[config.mk]
export PLATFORM = sky130hd
export DESIGN_NAME = otter_intr_ctrl
export DESIGN_NICKNAME = d
export VERILOG_FILES = /design/src/rtl/otter_intr_ctrl.sv
export SDC_FILE = /design/constraint.sdc
export NUM_CORES = 1
export LEC_CHECK = 0
export ABC_CLOCK_PERIOD_IN_PS = 2790
export BUFFER_PORTS_ARGS = -buffer_cell sky130_fd_sc_hd__buf_2
export CORE_MARGIN = 8
export CORE_UTILIZATION = 30
export DETAILED_ROUTE_END_ITERATION = 10
export SKIP_LAST_GASP = 1
export SYNTH_ARGS = -nofsm -noshare
export SYNTH_HDL_FRONTEND = slang
export SYNTH_SLANG_ARGS = --single-unit
[constraint.sdc]
create_clock -name CLK -period 2.79 [get_ports CLK]
set_input_delay 0.558 -clock CLK [delete_from_list [all_inputs] [get_ports CLK]]
set_output_delay 0.558 -clock CLK [all_outputs]
set_load 0.03 [all_outputs]
[src/rtl/otter_intr_ctrl.sv]
// rtl/otter_intr_ctrl.sv - interrupt front-end: IRQ sync, pending latch, fixed priority, INTR/CAUSE FSM
module otter_intr_ctrl #(
    parameter int               N_SRC       = 4,
    parameter int               SYNC_STAGES = 2,
    parameter logic [N_SRC-1:0] LEVEL_MASK  = '0,
    localparam int              CW          = (N_SRC > 1) ? $clog2(N_SRC) : 1
) (
    input  logic             CLK,
    input  logic             RST_N,
    input  logic [N_SRC-1:0] IRQ_IN,
    input  logic [N_SRC-1:0] IRQ_EN,
    input  logic             MIE,
    input  logic             INT_TAKEN,
    output logic             INTR,
    output logic [CW-1:0]    CAUSE,
    output logic [N_SRC-1:0] PENDING
);

    typedef enum logic [1:0] {
        ST_IDLE = 2'd0,
        ST_REQ  = 2'd1,
        ST_HOLD = 2'd2
    } state_e;

    logic [N_SRC-1:0] sync_q [SYNC_STAGES];
    logic [N_SRC-1:0] sync_d [SYNC_STAGES];
    logic [N_SRC-1:0] s_dly_q, s_dly_d;
    logic [N_SRC-1:0] pend_q, pend_d;
    state_e           state_q, state_d;
    logic             intr_q, intr_d;
    logic [CW-1:0]    cause_q, cause_d;

    logic [N_SRC-1:0] s_cur;
    logic [N_SRC-1:0] elig;
    logic [N_SRC-1:0] retire;
    logic [CW-1:0]    winner;

    assign s_cur = sync_q[SYNC_STAGES-1];
    assign elig  = pend_q & IRQ_EN;

    always_comb begin
        sync_d[0] = IRQ_IN;
        for (int k = 1; k < SYNC_STAGES; k++) begin
            sync_d[k] = sync_q[k-1];
        end
        s_dly_d = s_cur;
    end

    // Lowest eligible index wins; scanning downward leaves the smallest set index.
    always_comb begin
        winner = '0;
        for (int i = N_SRC - 1; i >= 0; i--) begin
            if (elig[i]) begin
                winner = CW'(i);
            end
        end
    end

    always_comb begin
        retire = '0;
        if (state_q == ST_REQ && INT_TAKEN) begin
            retire[cause_q] = 1'b1;
        end
        retire = retire & ~LEVEL_MASK;
    end

    // Set term is OR'd after the retire clear so a fresh edge survives a same-cycle ack.
    always_comb begin
        for (int i = 0; i < N_SRC; i++) begin
            if (LEVEL_MASK[i]) begin
                pend_d[i] = s_cur[i];
            end else begin
                pend_d[i] = (pend_q[i] & ~retire[i]) | (s_cur[i] & ~s_dly_q[i]);
            end
        end
    end

    always_comb begin
        state_d = state_q;
        intr_d  = intr_q;
        cause_d = cause_q;
        case (state_q)
            ST_IDLE: begin
                intr_d = 1'b0;
                if (MIE && (|elig)) begin
                    cause_d = winner;
                    intr_d  = 1'b1;
                    state_d = ST_REQ;
                end
            end
            ST_REQ: begin
                if (INT_TAKEN) begin
                    intr_d  = 1'b0;
                    state_d = ST_HOLD;
                end else if (!MIE || !IRQ_EN[cause_q]) begin
                    intr_d  = 1'b0;
                    state_d = ST_IDLE;
                end else begin
                    intr_d  = 1'b1;
                end
            end
            ST_HOLD: begin
                intr_d  = 1'b0;
                state_d = ST_IDLE;
            end
            default: begin
                intr_d  = 1'b0;
                state_d = ST_IDLE;
            end
        endcase
    end

    always_ff @(posedge CLK or negedge RST_N) begin
        if (!RST_N) begin
            for (int k = 0; k < SYNC_STAGES; k++) begin
                sync_q[k] <= '0;
            end
            s_dly_q <= '0;
            pend_q  <= '0;
            state_q <= ST_IDLE;
            intr_q  <= 1'b0;
            cause_q <= '0;
        end else begin
            for (int k = 0; k < SYNC_STAGES; k++) begin
                sync_q[k] <= sync_d[k];
            end
            s_dly_q <= s_dly_d;
            pend_q  <= pend_d;
            state_q <= state_d;
            intr_q  <= intr_d;
            cause_q <= cause_d;
        end
    end

    assign INTR    = intr_q;
    assign CAUSE   = cause_q;
    assign PENDING = pend_q;

endmodule
==> flow_summary_export.csv <==
group,metric,value,unit
floorplan,start_util,0.3058,
drt,num_vias,486,
worst_hold_path,worst_hold_path_type,"in2async",
power_and_ir_drop,power_per_cell_area,830.8,mW/mm^2
worst_setup_path,crit_path_end_kind,"primary output",
power_and_ir_drop,static-leakage-power,0.4243,nW
final_layout,antenna-diode-count,0,
clocking,cts.htree.levels,1,
synth,dominant_combinational_cell_family_by_area_after_synthesis,"simple AND/OR/NAND/NOR gates",
synth,syn_inst_count,54,
global_route,gr-total-overflow,0,
timing,maxSlewViolCount,0,
drt,firstDrtPassIters,4,
timing,finalClockSkew,0.002011,ns
synth,syn_nets,66,
synth,yosys_register_bits,21,
global_route,grt_antenna_before_repair,0,
floorplan,core_area,0.002410,mm^2
clocking,postCtsResizedCells,0,
drt,wl_per_cell,13.09,um
global_route,global_route_wire_length_before_repair,2.352,mm
floorplan,dieHeight,65.57,um
timing,slew_at_the_pin_closest_to_its_max_slew_limit,0.4518,ns
clocking,cts_post_setup_buffers_inserted,0,
timing,layout_worst_path_cycle_share,0.5632,
worst_setup_path,worstSetupStartpointType,"flip-flop",
worst_setup_path,worstSetupPathType,"reg2out",
final_layout,layout.cells.non_filler,105,
place,port-buffer-count,18,
final_layout,net_count_final,88,
timing,hold_violations,0,
place,detailed_place.area,859.6,um^2
global_route,number_of_global_route_vias_before_repair,562,
floorplan,fp-row-count,18,
drt,detail-route-antenna-nets,0,
global_route,grt_max_degree,22,
floorplan,ios,19,
final_layout,layout.cell_area.non_filler,885.9,um^2
worst_setup_path,timing.critical_path.slowest_stage_cell,"sky130_fd_sc_hd__dfrtp_1",
drt,detail_route.iter0.violations,54,
timing,setup_repair_after_global_routing_missed_its_margin,"no",
synth,synth.cell_area,737.0,um^2
place,numPlacedInstances,101,
flow_run,max_cap_violations,0,
synth,fraction_of_the_mapped_netlist_area_in_compound_gates,0.1019,
status,run_status,"finished, final reports clean",
drt,drt_drc_violations_left,0,
synth,synth-xor-area-share,0,
floorplan,die-area,0.004299,mm^2
place,finalWeightedCongestion,0.8434,
synth,synth_simple_gate_area_share,0.1121,
drt,wl,1.374,mm
synth,muxShareOfSynthArea,0.04584,
worst_setup_path,cell_by_cell_listing_of_the_critical_path,"buf_2",
final_layout,final_layout_size_suffix_gt1_frac,0.3333,
timing,slew_headroom,0.6988,
clocking,root_buffer,"sky130_fd_sc_hd__clkbuf_4",
synth,total_number_of_yosys_warnings,0,
synth,post_synth.cell_area_avg,13.65,um^2
worst_setup_path,crit_path_max_incr_delay,0.48,ns
worst_setup_path,worst-endpoint-arrival,1.01,ns
synth,yosys.area_share.adder,0,
clocking,worst_setup_hold_path_clk_slew,0.10,ns
drt,vias_per_inst,4.629,
timing,fmax,636.4,MHz
worst_setup_path,critPathRequiredTime,2.23,ns
clocking,clk_latency,0.29,ns
timing,finalSetupTns,0,ns
clocking,clock_tree.buffer_depth,2,
final_layout,most_frequent_standard_cell_in_the_layout_excluding_fill_and_tap_cells,"sky130_fd_sc_hd__dfrtp_1",
clocking,cts_inserted_buffers,3,
place,total_half_perimeter_wirelength_after_legalization_and_detailed_placement,1.016,mm
timing,finish_stage_setup_viols,0,
synth,synth.distinct_cells,18,
synth,synth_seq_area_share,0.7131,
clocking,tritoncts_clock_tree,"built",
worst_setup_path,cp_max_fo,7,
power_and_ir_drop,vdd.ir_drop.worst,325.9,uV
floorplan,die-width,65.57,um
clocking,hold_buf_cts,0,
timing,fin_crit,1.571,ns
global_route,grt_util_all_layers,0.07176,
final_layout,area_growth,20.20,%
worst_setup_path,critical-path-top-delay-family,"flip-flops",
worst_setup_path,crit_buf_inv,1,
clocking,clock-sinks,21,
final_layout,most_frequent_cells_in_the_layout,"sky130_fd_sc_hd__dfrtp_1, sky130_fd_sc_hd__buf_2, sky130_fd_sc_hd__nand2_1, sky130_fd_sc_hd__o21ai_0, sky130_fd_sc_hd__inv_1",
[path summary, 6_finish.rpt]
check / from / endpoint / slack, ns / cells after the start
worst max-delay path: CAUSE[1] / CAUSE[1] / 1.22 / 1
worst min-delay path: RST_N / s_dly_q[2] / 0.20 / 1
worst max register to register: CAUSE[0] / state_q[0] / 1.47 / 3
worst min register to register: sync_d[2] / s_cur[2] / 0.36 / 0
max in group asynchronous: RST_N / sync_d[1] / 2.28 / 1
min in group CLK: sync_d[2] / s_cur[2] / 0.36 / 0
[through the flow]
step	util	worst slack [ns]	hold WS (ns)	total power (W)
floorplan	-	1.392	0.2624	0.0005350
global placement	0.3567	1.279	0.3331	0.0006056
detailed placement	0.3567	1.246	0.3372	0.0006109
CTS	0.3676	1.181	0.1984	0.0007540
global route	0.3676	1.108	0.2044	0.0007903
finish	0.3676	1.219	0.1995	0.0007360
[area by class of cell]
class | count | area [um^2]
timing repair buffer | 18 | 90.09
sequential | 21 | 525.5
tap | 30 | 37.54
clock buffer | 4 | 26.28
inverter | 4 | 15.01
multi-input combinational | 28 | 191.4
fill | 242 | 1524
[flip-flops by register name (all words and copies together) (netlist names)]
| signal | count |
|---|---|
| CAUSE | 2 |
| INTR | 1 |
| PENDING | 4 |
| s_cur | 4 |
| s_dly_q | 4 |
| state_q | 2 |
| sync_d | 4 |
[cell families (layout without fill, tap and decap cells)]
kind of cell,count (synthesis),count (layout)
muxes,2,2
and+or+nand+nor,14,14
DFF,21,21
buffers and inverters,5,26
AOI/OAI and AO/OA,12,12
[power breakdown]
part           internal (W)  switching, W
registers          0.000350     0.0000491
logic             0.0000767      0.000124
clock network     0.0000556     0.0000799
total              0.000483      0.000253
[routing by layer]
metal  routed length (um)  global-route usage
met5                    0                   0
met4                   23             0.05177
met3                  151             0.03401
met2                  609              0.1082
met1                  591             0.07747
[synthesized netlist by cell type (all sizes together)]
cell / instances / area share
dfrtp: 21 / 0.71
nand2: 7 / 0.036
o21ai: 6 / 0.046
inv: 4 / 0.020
a21oi: 3 / 0.020
a22o: 2 / 0.024
nand2b: 2 / 0.027
a32oi: 1 / 0.012
and3b: 1 / 0.012
buf: 1 / 0.0068
mux2: 1 / 0.015
mux4: 1 / 0.031
nand3: 1 / 0.0068
nand3b: 1 / 0.010
nand4bb: 1 / 0.015
nor2: 1 / 0.0051
Power figures use the tool's default switching activity.
